===== src/rtl/cpu_pkg.sv =====
// Shared definitions for the 16-bit single-cycle RISC core: widths,
// opcode encodings, fetch FSM states and a small sign-extension helper.
package cpu_pkg;

    localparam int XLEN = 16;

    localparam logic [3:0] OP_ADD = 4'b0001;
    localparam logic [3:0] OP_JEQ = 4'b0111;
    localparam logic [3:0] OP_JMP = 4'b1010;
    localparam logic [3:0] OP_JR  = 4'b1011;
    localparam logic [3:0] OP_SUB = 4'b1111;

    typedef enum logic [1:0] {
        ST_IDLE  = 2'd0,
        ST_FETCH = 2'd1,
        ST_ISSUE = 2'd2
    } fetch_state_e;

    // Sign-extend a 4-bit branch offset to the machine width.
    function automatic logic [XLEN-1:0] sext4(input logic [3:0] v);
        return {{(XLEN-4){v[3]}}, v};
    endfunction

endpackage


===== src/rtl/fetch_unit_if.sv =====
// Instruction-memory request/acknowledge bus between fetch and imem.
interface fetch_unit_if;

    logic                      imem_req;
    logic [cpu_pkg::XLEN-1:0]  imem_addr;
    logic                      imem_ack;
    logic [cpu_pkg::XLEN-1:0]  imem_rdata;

    modport master (output imem_req, output imem_addr,
                    input  imem_ack, input  imem_rdata);
    modport slave  (input  imem_req, input  imem_addr,
                    output imem_ack, output imem_rdata);

endinterface


===== src/rtl/pc_next.sv =====
// Combinational next-PC selection: jr, then jump, then taken jeq, else pc+1.
// All arithmetic is modulo 2^XLEN.
module pc_next
    import cpu_pkg::*;
(
    input  logic [XLEN-1:0] pc,
    input  logic [XLEN-1:0] instr,
    input  logic [XLEN-1:0] rs_data,
    input  logic            jump,
    input  logic            jeq,
    input  logic            jr,
    input  logic            zero,
    output logic [XLEN-1:0] next_pc
);

    logic [XLEN-1:0] pc_inc;
    logic            unused_opcode;

    assign pc_inc        = pc + 16'd1;
    assign unused_opcode = ^instr[15:12];

    // Priority redirect mux; first matching control wins.
    always_comb begin
        // NOTE: next_pc gets a value on every path (default first), so no latch is inferred.
        next_pc = pc_inc;
        if (jr) begin
            next_pc = rs_data;
        end else if (jump) begin
            next_pc = {pc[15:12], instr[11:0]};
        end else if (jeq && zero) begin
            next_pc = pc_inc + sext4(instr[3:0]);
        end
    end

endmodule


===== src/rtl/fetch_unit.sv =====
// Instruction fetch stage: holds the PC, fetches one word per instruction
// over the imem req/ack bus, presents it to decode and advances the PC when
// execute retires the instruction.
module fetch_unit
    import cpu_pkg::*;
#(
    parameter logic [XLEN-1:0] RESET_PC = 16'h0000
)
(
    input  logic            clk,
    input  logic            rst_n,
    input  logic            run,
    fetch_unit_if.master    imem,
    output logic [XLEN-1:0] instr,
    output logic            instr_valid,
    output logic [XLEN-1:0] pc,
    input  logic            ex_done,
    input  logic            jump,
    input  logic            jeq,
    input  logic            jr,
    input  logic            zero,
    input  logic [XLEN-1:0] rs_data,
    output logic [XLEN-1:0] retired
);

    fetch_state_e    state_q, state_d;
    logic            instr_load;
    logic            retire;
    logic [XLEN-1:0] pc_q;
    logic [XLEN-1:0] instr_q;
    logic [XLEN-1:0] retired_q;
    logic [XLEN-1:0] next_pc;

    pc_next u_pc_next (
        .pc      (pc_q),
        .instr   (instr_q),
        .rs_data (rs_data),
        .jump    (jump),
        .jeq     (jeq),
        .jr      (jr),
        .zero    (zero),
        .next_pc (next_pc)
    );

    // FSM state register.
    always_ff @(posedge clk or negedge rst_n) begin
        // NOTE: clocked state uses <= so every flop samples pre-edge values.
        if (!rst_n) state_q <= ST_IDLE;
        else        state_q <= state_d;
    end

    // Next state plus the load/retire strobes; ack and ex_done only matter in their own state.
    always_comb begin
        state_d    = state_q;
        instr_load = 1'b0;
        retire     = 1'b0;
        unique case (state_q)
            ST_IDLE: begin
                if (run) state_d = ST_FETCH;
            end
            ST_FETCH: begin
                if (imem.imem_ack) begin
                    instr_load = 1'b1;
                    state_d    = ST_ISSUE;
                end
            end
            ST_ISSUE: begin
                if (ex_done) begin
                    retire  = 1'b1;
                    state_d = run ? ST_FETCH : ST_IDLE;
                end
            end
            default: state_d = ST_IDLE;
        endcase
    end

    // PC, instruction register and retirement counter.
    always_ff @(posedge clk or negedge rst_n) begin
        if (!rst_n) begin
            pc_q      <= RESET_PC;
            instr_q   <= '0;
            retired_q <= '0;
        end else begin
            if (instr_load) instr_q <= imem.imem_rdata;
            if (retire) begin
                pc_q      <= next_pc;
                retired_q <= retired_q + 16'd1;
            end
        end
    end

    assign imem.imem_req  = (state_q == ST_FETCH);
    assign imem.imem_addr = pc_q;
    assign instr_valid    = (state_q == ST_ISSUE);
    assign instr          = instr_q;
    assign pc             = pc_q;
    assign retired        = retired_q;

endmodule

===== src/flat_wrapper.sv =====
// flat-port wrapper written by rule: the top's interface ports become plain ports
module fetch_unit_flat import cpu_pkg::*;
#(
    parameter logic [XLEN-1:0] RESET_PC = 16'h0000
)
  (clk, rst_n, run, instr, instr_valid, pc, ex_done, jump, jeq, jr, zero, rs_data, retired, imem_imem_req, imem_imem_addr, imem_imem_ack, imem_imem_rdata);
  fetch_unit_if imem_i ();
  input  logic clk;
  input  logic rst_n;
  input  logic run;
  output logic [XLEN-1:0] instr;
  output logic instr_valid;
  output logic [XLEN-1:0] pc;
  input  logic ex_done;
  input  logic jump;
  input  logic jeq;
  input  logic jr;
  input  logic zero;
  input  logic [XLEN-1:0] rs_data;
  output logic [XLEN-1:0] retired;
  output wire logic [$bits(imem_i.imem_req)-1:0] imem_imem_req;
  output wire logic [$bits(imem_i.imem_addr)-1:0] imem_imem_addr;
  input wire logic [$bits(imem_i.imem_ack)-1:0] imem_imem_ack;
  input wire logic [$bits(imem_i.imem_rdata)-1:0] imem_imem_rdata;
  assign imem_imem_req = imem_i.imem_req;
  assign imem_imem_addr = imem_i.imem_addr;
  assign imem_i.imem_ack = imem_imem_ack;
  assign imem_i.imem_rdata = imem_imem_rdata;
  fetch_unit #(.RESET_PC(RESET_PC)) u_core (.clk(clk), .rst_n(rst_n), .run(run), .imem(imem_i), .instr(instr), .instr_valid(instr_valid), .pc(pc), .ex_done(ex_done), .jump(jump), .jeq(jeq), .jr(jr), .zero(zero), .rs_data(rs_data), .retired(retired));
endmodule

===== config.mk =====
export PLATFORM = sky130hd
export DESIGN_NAME = fetch_unit_flat
export DESIGN_NICKNAME = d
export VERILOG_FILES = /design/src/rtl/cpu_pkg.sv /design/src/rtl/fetch_unit_if.sv /design/src/rtl/pc_next.sv /design/src/rtl/fetch_unit.sv /design/src/flat_wrapper.sv
export SDC_FILE = /design/constraint.sdc
export NUM_CORES = 1
export LEC_CHECK = 0
export CELL_PAD_IN_SITES_DETAIL_PLACEMENT = 0
export CELL_PAD_IN_SITES_GLOBAL_PLACEMENT = 1
export CORE_MARGIN = 5
export CORE_UTILIZATION = 35
export CTS_CLUSTER_SIZE = 12
export DETAILED_ROUTE_END_ITERATION = 8
export PLACE_DENSITY_LB_ADDON = 0.1
export REMOVE_ABC_BUFFERS = 1
export SETUP_SLACK_MARGIN = 0.5
export SLEW_MARGIN = 5
export SYNTH_ARGS = -nofsm -noshare
export SYNTH_HDL_FRONTEND = slang
export SYNTH_SLANG_ARGS = --single-unit
export TNS_END_PERCENT = 10

===== constraint.sdc =====
create_clock -name clk -period 3.1 [get_ports clk]
set_input_delay 0.465 -clock clk [delete_from_list [all_inputs] [get_ports clk]]
set_output_delay 0.465 -clock clk [all_outputs]
set_load 0.02 [all_outputs]

# [Word level (Yosys, flattened, before mapping)]
# Cells that the tools add are included.
[word_totals] regBits=50 in_bits=41 out_inout_bits=66 word_cells=30
[op_classes] n_addsub=3 eq_ne=6 mux=12 reduce_logical=4
[op_table] cell="$mux 16" count=3
[op_table] cell="$add 16x1->16 const B" count=2
[op_table] cell="$add 16x16->16" count=1
[op_table] cell="$mux 2" count=3
[op_table] cell="$ne 2x1->1 const B" count=3
[op_table] cell="$pmux 2 s3" count=1
[op_table] cell="$mux 1" count=5
[op_table] cell="$reduce_and 3->1" count=1
[op_table] cell="$eq 2x1->1 const B" count=1
[op_table] cell="$eq 2x2->1 const B" count=1
[op_table] cell="$logic_not 2->1" count=1
[op_table] cell="$ne 2x2->1 const B" count=1
[op_table] cell="$reduce_and 2->1" count=1
[op_table] cell="$logic_and 1x1->1" count=1

# [Depth between registers and ports, before layout]
# Gate-level depths: netlist (run 1).
[depth] ltp_word=5 ltp_mapped=12 depth_no_buf=11

# [Hierarchy]
# Synthesis (run 1) repeated with hierarchy kept, for this count alone.
[hier_totals] hier_cells=448 area_unflattened_um2=3887.5
[modules_own_cells] module="fetch_unit" instances=1 cells_per_inst=189 area_each_um2=2114.5 seq_area_each_um2=1251.2
[modules_own_cells] module="pc_next" instances=1 cells_per_inst=259 area_each_um2=1773.0 seq_area_each_um2=0.0

# [Least setup slack after synthesis (run 1)]
# OpenSTA, ideal clock, no wires.
[synth_timing] path_kind="register to register" from="register u_core.pc_q[2], in the netlist u_core.imem.imem_addr[2]" to="register u_core.pc_q[15], in the netlist u_core.imem.imem_addr[15]" setup_ns=0.088 arrival_time_ns=2.733 required_time_ns=3.012 path_slack_ns=0.278 path_stages_with_launch=12 path_buffers=1 synth_period_minus_slack_ns=2.822 path_cell_list="dfrtp_1 and4_1 buf_6 nand4_1 xnor2_1 ha_1 a2111oi_0 nand2b_1 a31oi_1 o31ai_1 xnor2_1 a41oi_1"
[synth_between] elab_chain_cells=5
[synth_lines] item="start, declared" line_no="fetch_unit.sv:29" source="logic [XLEN-1:0] pc_q;"
[synth_lines] item="start signal, assigned" line_no="fetch_unit.sv:86" source="pc_q <= next_pc;"
[synth_lines] item="$add 16x1->16 (*)" line_no="pc_next.sv:19" source="assign pc_inc = pc + 16'd1;"
[synth_lines] item="$add 16x16->16" line_no="pc_next.sv:31" source="next_pc = pc_inc + sext4(instr[3:0]);"
[synth_lines] item="$mux 16 (*)" line_no="pc_next.sv:30" source="end else if (jeq && zero) begin"
[synth_lines] item="$mux 16 (*)" line_no="pc_next.sv:28" source="end else if (jump) begin"
[synth_lines] item="$mux 16 (*)" line_no="pc_next.sv:26" source="if (jr) begin"
# Every way passes the cells marked *; elsewhere a longest branch is shown, timed or not. The select of a mux whose other input is x is not followed.
# A chain may end at the register's enable or synchronous reset.

# [Worst setup path in the final report (run 1)]
[layout_timing] from="register u_core.pc_q[3], in the netlist u_core.imem.imem_addr[3]" to="register u_core.pc_q[13], in the netlist u_core.imem.imem_addr[13]"
# The elaborated chain is that of the path after synthesis.

==> results.yml, run 1 <==
outcome:
  status: "completed"
final_layout:
  seq_area_mm2: 0.001260
  final_cell_mix: "clkdlybuf4s50_1 (105), nand2_1 (43), dfrtp_1 (43), nor2_1 (24), xnor2_1 (23)"
  drive_above_1_share: 0.1745
  fin_util: 0.5134
  layout_commonest_cell: "clkdlybuf4s50_1"
  fill_cells: 942
  nNetsFinal: 548
  multi_input_area_mm2: 0.002243
  diodes: 0
  area_growth_syn_to_layout_pct: 43.30
floorplanning:
  core_mm2: 0.009774
  dieHeight_um: 110.0
  rows: 36
  num_io_pins: 107
  die_area_mm2: 0.01211
  die_w_um: 110.0
  start_util: 0.3583
detailed_routing:
  routedWlPerCell_um: 17.83
  drcViolationCount: 0
  viasPerCell: 5.227
  vias: 3241
  first_pass_iters: 6
  drt_iter0_drc: 124
  postRouteAntennaNets: 0
  routed_wl_mm: 11.06
critical_path:
  r2r-start: "u_core.imem.imem_addr[3]$_DFFE_PN0P_"
  path_class: "flip-flop to flip-flop"
  arrival_ns: 2.82
  critPathLaunch: "u_core.imem.imem_addr[3]$_DFFE_PN0P_"
  required_ns: 3.28
  critPathLaunchType: "flip-flop"
  critical_path.reg2reg.endpoint: "u_core.imem.imem_addr[13]$_DFFE_PN0P_"
  ff2ff_setup_slack_ns: 0.46
  rr_worst_depth: 11
  worstSetupEndpointType: "flip-flop"
  crit_fanout: 6
flow_run:
  maxCapViolations: 0
cts:
  clkTransAtPathRegs_ns: 0.12
  cts_tree: "yes"
  clkLatencyLatePin_ns: 0.32
  cts_hold_buf: 0
  htreeDepth: 2
  clockBufferDepth: 2
  root_buffer: "clkbuf_8"
  numCtsBuffers: 5
  clkSinkCount: 50
synth:
  async_reset_ff_frac: 1.000
  ys_warn_count: 0
  synth-seq-cells: 50
  synth_area_per_cell_um2: 9.240
  syn_area_mm2: 0.003502
  synth_seq_area_share: 0.3573
  synth_edf_count: 0
  syn_inst: 379
  synth_ff_type: "dfrtp_1"
  synth.distinct_cells: 52
placed_design:
  pre_cts_slack_ns: 0.1043
  io_buffers: 106
  detailed_place_hpwl_mm: 8.464
  gp_congestion: 0.8317
power:
  power_density_mw_per_mm2: 1080
  vdd_drop_max_uv: 545.0
  leakage_nw: 2.085
sta:
  hold_viol_final: 0
  fmax_ghz: 0.3783
  setup_viol: 0
  finalMaxSlewViolations: 0
  final.setup.tns_ns: 0
  finalClockSkew_ns: 0.01479
  max-slew-margin-rel: 0.4582
  finalCritPeriodShare: 0.8526
  rsz0062_at_grt: "true"
  worstMarginPinSlew_ns: 0.8107
  fin_ws_ns: 0.4568
  fin_crit_ns: 2.643
global_route:
  grt_max_degree: 24
  grt_pass1_wl_mm: 16.99
  grt_antenna_before_repair: 0
  grt_pass1_vias: 3260
  grt_overflow: 0
  grt_usage: 0.1818
worst_hold_path:
  min_path_type: "primary input to asynchronous set/reset pin"
stage by stage:
step | std cells | cell area [um^2] | power (mW) | hold WS (ns)
2_1_floorplan | 351 | 3328 | 3.252 | 0.1694
3_3_place_gp | 602 | 4641 | 4.525 | 0.4215
3_5_place_dp | 602 | 4641 | 4.540 | 0.4174
4_1_cts | 618 | 4863 | 5.175 | 0.04961
5_1_grt | 620 | 5019 | 5.806 | 0.05864
6_report | 620 | 5019 | 5.422 | 0.03682
area by class of cell:
cell class              count  share of cell area
inverters                   6            0.004488
repair buffers            128              0.2448
flip-flops and latches     50              0.2511
multi-input cells         295              0.4470
clock buffers               5             0.01371
well taps                 133             0.03316
clock inverters             3            0.005734
logic make-up after synthesis:
kind of cell	count (synthesis)	share of synthesized area
mux	17	0.05573
compound gates	93	0.1736
buf+inv	34	0.05609
xor+xnor	43	0.1075
flops	50	0.3573
simple gates	121	0.1726
fa+ha+maj	21	0.07717
Yosys cell counts, drive strengths merged, types with 2 or more instances:
cell type  count  area (um^2)
and2           5        31.28
a41oi          2        17.52
a2111oi        2        17.52
nor3           4        20.02
clkbuf        10        37.54
o221ai         2        23.77
nand3         13        65.06
o21ai         20        100.1
a211oi         7        52.55
ha            20        250.2
a21o           4        30.03
a31oi          6        37.54
xor2          16        140.1
a21oi         23        115.1
nor2          24        90.09
nand4          6        37.54
and3          11        72.57
o22ai          4        25.02
nand2         44        172.7
a221oi         2        17.52
or3            2        12.51
dfrtp         50         1251
buf           18        136.4
o21a           6        45.04
nor2b          2        12.51
nand2b         5        31.28
xnor2         27        236.5
and4           2        20.02
mux2          17        195.2
o31ai          2        15.01
inv            6        22.52
o211ai         5        42.54
power breakdown:
| group | leakage, nW | switching [mW] | internal, mW |
|---|---|---|---|
| sequential | 0.621 | 0.312 | 0.896 |
| clock | 0.0506 | 0.270 | 0.170 |
| combinational | 1.41 | 1.96 | 1.81 |
| total | 2.08 | 2.54 | 2.88 |
worst max-delay path, stage by stage (launching register included):
cell and delay [ns]:
dfrtp_2 0.40, and4_4 0.23, buf_4 0.14, nand2_1 0.07
xnor2_1 0.32, ha_4 0.29, a21o_1 0.20, nand2b_1 0.17
a31oi_4 0.20, o31ai_1 0.13, xnor2_1 0.23, a41oi_1 0.14
worst max-delay path by stage:
stage | end | depth (start not counted) | slack (ns)
2_1_floorplan | u_core.imem.imem_addr[15]$_DFFE_PN0P_ | 10 | 0.12
3_3_place_gp | u_core.imem.imem_addr[15]$_DFFE_PN0P_ | 10 | 0.25
3_5_place_dp | u_core.imem.imem_addr[13]$_DFFE_PN0P_ | 10 | 0.10
4_1_cts | u_core.imem.imem_addr[15]$_DFFE_PN0P_ | 10 | 0.46
5_1_grt | u_core.imem.imem_addr[15]$_DFFE_PN0P_ | 12 | 0.35
6_report | u_core.imem.imem_addr[13]$_DFFE_PN0P_ | 11 | 0.46
sequential cells by signal (all words and copies together), names as in the netlist:
| signal | count |
|---|---|
| u_core.retired | 16 |
| u_core.imem.imem_addr | 16 |
| u_core.instr | 16 |
| u_core.state_q | 2 |
per-layer routing:
layer	up-vias	routed length, um	global-route usage
li1	1565	-	-
met1	1556	4917	0.2350
met2	109	5221	0.3003
met3	11	773	0.05183
met4	0	145	0.04274
met5	-	0	0
timing repair:
action,CTS,global route
setup buffers,8,2
endpoints found under the setup margin,6,9
pin swaps,3,7
resized for setup,17,26
Note: power is estimated with default switching activity, not from simulation.
==> run 2: changes to the inputs <==
--- a/config.mk
+++ b/config.mk
@@ -5,6 +5,7 @@
 export SDC_FILE = /design/constraint.sdc
 export NUM_CORES = 1
 export LEC_CHECK = 0
+export CAP_MARGIN = 10
 export CELL_PAD_IN_SITES_DETAIL_PLACEMENT = 0
 export CELL_PAD_IN_SITES_GLOBAL_PLACEMENT = 1
 export CORE_MARGIN = 5
==> results of run 2 <==
Same layout as run 1: the final DEF is identical, and so are final timing and power.
==> run 3: changes to the inputs <==
--- a/config.mk
+++ b/config.mk
@@ -8,8 +8,9 @@
 export CAP_MARGIN = 10
 export CELL_PAD_IN_SITES_DETAIL_PLACEMENT = 0
 export CELL_PAD_IN_SITES_GLOBAL_PLACEMENT = 1
+export CORE_ASPECT_RATIO = 2
 export CORE_MARGIN = 5
-export CORE_UTILIZATION = 35
+export CORE_UTILIZATION = 36
 export CTS_CLUSTER_SIZE = 12
 export DETAILED_ROUTE_END_ITERATION = 8
 export PLACE_DENSITY_LB_ADDON = 0.1
@@ -18,5 +19,6 @@
 export SLEW_MARGIN = 5
 export SYNTH_ARGS = -nofsm -noshare
 export SYNTH_HDL_FRONTEND = slang
+export SYNTH_HIERARCHICAL = 1
 export SYNTH_SLANG_ARGS = --single-unit
 export TNS_END_PERCENT = 10
==> run 3 against run 2 <==
  * Die area is 8.2% higher
  * Sequential power about the same
  * Worst hold slack better by 0.17 ns
  * Clock power increased by 44%
  * Setup slack got worse by 0.25 ns
  * Register-to-register slack worse by 0.25 ns
  * Power up 13%
  * Non-clock buffer count up 29
  * Final area grew 14%
  * Area after synthesis up 11%
  * Flip-flop and latch count is the same
  * Critical path type unchanged
  * Largest cell class unchanged
  * Highest routed layer unchanged
==> results.yml, run 3 <==
power:
  power.switching_mw: 2.819
  vdd_drop_max_uv: 528.7
  p_int_mw: 3.302
  pwr-share-comb: 0.699
  swShare: 0.4605
  power_density_mw_per_mm2: 1074
  power_frac_clock: 0.103
  p_seq_frac: 0.198
  leakage_nw: 2.514
synth:
  syn_inst: 448
  synth_seq_area_share: 0.3219
  synth.distinct_cells: 64
  post-synth-top-count-cell: "nand2_1"
  syn_area_mm2: 0.003887
  async_reset_ff_frac: 1.000
  ys_warn_count: 6
  synth_edf_count: 0
  synth.top_cell.area_share: 0.3219
  synth_ff_type: "dfrtp_1"
  synth_top_area_cell: "dfrtp_1"
  synthTopCellsByCount: "nand2_1 (80), dfrtp_1 (50), ha_1 (21), xnor2_1 (21), nor2_1 (19)"
  ys_top_cells_by_area: "dfrtp_1 (32%), nand2_1 (7.7%), ha_1 (6.8%), mux2_2 (4.9%), xnor2_1 (4.7%)"
  synth-seq-cells: 50
  synth_area_per_cell_um2: 8.677
cts:
  cts_hold_buf: 0
  clkTransAtPathRegs_ns: 0.07
  root_buffer: "clkbuf_16"
  clockBufferDepth: 2
  htreeDepth: 2
  clkLatencyLatePin_ns: 0.29
  cts_tree: "yes"
  numCtsBuffers: 5
  clkSinkCount: 50
global_route:
  grt_pass1_vias: 4167
  grt_max_degree: 30
  grt_pass1_wl_mm: 23.09
  grt_antenna_before_repair: 0
  grt_overflow: 0
  grt_usage: 0.2291
critical_path:
  worstSetupEndpointType: "flip-flop"
  cp_slowest_cell: "a221oi_2"
  path_class: "flip-flop to flip-flop"
  crit_fanout: 5
  required_ns: 3.33
  critPathLaunchType: "flip-flop"
  r2r-start: "u_core/imem.imem_addr[1]$_DFFE_PN0P_"
  critPathLaunch: "u_core/imem.imem_addr[1]$_DFFE_PN0P_"
  arrival_ns: 3.12
  path_cells: "ha_4 -> nand2_4 -> buf_6 -> or3_1 -> nand2_1 -> ha_4 -> nand3_2 -> o211ai_1 -> a21oi_2 -> xor2_1 -> a221oi_2 -> buf_4 -> nand2_2 -> nand2_1"
  slowest_delay_ns: 0.44
floorplanning:
  rows: 53
  die_w_um: 83.48
  core_mm2: 0.01054
  num_io_pins: 107
  dieHeight_um: 157.0
  start_util: 0.3687
  die_area_mm2: 0.01310
detailed_routing:
  first_pass_iters: 4
  viasPerCell: 5.622
  drt_iter0_drc: 199
  routed_wl_mm: 15.04
  drcViolationCount: 0
  routedWlPerCell_um: 21.07
  postRouteAntennaNets: 0
  vias: 4014
sta:
  rsz0062_at_grt: "true"
  fin_ws_ns: 0.2088
  max-slew-margin-rel: 0.5175
  finalClockSkew_ns: 0.003609
  fin_crit_ns: 2.891
  setup_viol: 0
  fmax_ghz: 0.3459
  finalCritPeriodShare: 0.9326
  worstMarginPinSlew_ns: 0.7221
  finalMaxSlewViolations: 0
  hold_viol_final: 0
final_layout:
  drive_above_1_share: 0.2045
  layout_commonest_cell: "clkdlybuf4s50_1"
  area_growth_syn_to_layout_pct: 46.64
  finalNonFillerCells: 714
  final_cell_mix: "clkdlybuf4s50_1 (105), nand2_1 (78), buf_4 (50), dfrtp_1 (47), xnor2_1 (19)"
  nNetsFinal: 640
  diodes: 0
  fill_cells: 1004
placed_design:
  io_buffers: 106
  detailed_place_hpwl_mm: 11.73
  dp.cells: 687
  gp_congestion: 0.9106
  pre_cts_slack_ns: -0.1579
worst_hold_path:
  min_path_type: "primary input to asynchronous set/reset pin"
flow_run:
  maxCapViolations: 0
outcome:
  status: "completed"
[run 3: changes by cell type after synthesis, sizes merged, moves of 5 or more]
cell / before / now
a21oi: 23 / 15
and3: 11 / 6
inv: 6 / 12
nand2: 44 / 81
nor2: 24 / 19
nor3: 4 / 13
nor3b: 0 / 5
xnor2: 27 / 21
[run 3: layout make-up]
| type | instances | area, um^2 | share of cell area |
|---|---|---|---|
| multi-input cells | 351 | 2623 | 0.4601 |
| repair buffers | 157 | 1443 | 0.2531 |
| flip-flops and latches | 50 | 1255 | 0.2201 |
| well taps | 137 | 171.4 | 0.03007 |
| clock buffers | 5 | 125.1 | 0.02195 |
| inverters | 12 | 45.04 | 0.007902 |
| clock inverters | 2 | 38.79 | 0.006804 |
[run 3: cell families (layout without fill, tap and decap cells)]
group	count (synthesis)	in the layout	share of synthesized area
AND/OR/NAND/NOR	175	175	0.2308
AO/OA/AOI/OAI	100	100	0.1764
flip-flops	50	50	0.3219
buffers and inverters	47	176	0.06469
XOR/XNOR	34	34	0.07660
adder cells (fa/ha/maj)	22	22	0.07274
multiplexers	20	20	0.05697
[run 3: what timing repair did]
action	4_1_cts	5_1_grt
cloned	0	0
setup buffers	16	4
pin swaps	11	16
resized for setup	28	20
setup endpoints to repair	10	10
[run 3: critical path, delay by kind of cell (launching register included)]
kind	cells	cell delay [ns]
adder cells (fa/ha/maj)	2	0.34
AND/OR/NAND/NOR	6	0.74
buffers and inverters	2	0.31
XOR/XNOR	1	0.20
flip-flops	1	0.40
AO/OA/AOI/OAI	3	0.82
[run 3: worst paths after layout]
check                      cells after the start  slack, ns                                     to
max in group asynchronous                      2       2.21  u_core/imem.imem_addr[13]$_DFFE_PN0P_
setup reg to reg                              14       0.21   u_core/imem.imem_addr[9]$_DFFE_PN0P_
hold reg to reg                                1       0.48         u_core/retired[15]$_DFFE_PN0P_
setup / recovery                              14       0.21   u_core/imem.imem_addr[9]$_DFFE_PN0P_
hold / removal                                 1       0.21          u_core/state_q[0]$_DFFE_PN0P_
min in group clk                               1       0.48         u_core/retired[15]$_DFFE_PN0P_
[run 3: per-layer routing]
metal / GRT usage / vias up / routed length, um
li1: - / 1853 / -
met1: 0.2062 / 1945 / 4834
met2: 0.4414 / 158 / 8284
met3: 0.03667 / 58 / 697
met4: 0.1856 / 0 / 1226
met5: 0 / - / 0
[run 3: per-stage QoR]
step           cell area, um^2  power [mW]  utilization  setup TNS (ns)  hold slack (ns)
2_1_floorplan             3681       3.298            -         -0.1846           0.1694
3_3_place_gp              5141       4.894       0.4876         -0.1244           0.4693
3_5_place_dp              5141       4.923       0.4876         -0.1579           0.4694
4_1_cts                   5557       5.939       0.5270               0           0.2296
5_1_grt                   5700       6.537       0.5406               0           0.2621
6_report                  5700       6.121       0.5406               0           0.2061
[run 3: power groups by stage]
stage / combinational, mW / sequential [mW] / clock [mW]
finish: 4.28 / 1.21 / 0.633
floorplan: 1.71 / 1.59 / 0
detailed placement: 3.72 / 1.21 / 0
global placement: 3.70 / 1.20 / 0
global route: 4.61 / 1.25 / 0.676
CTS: 4.07 / 1.21 / 0.653
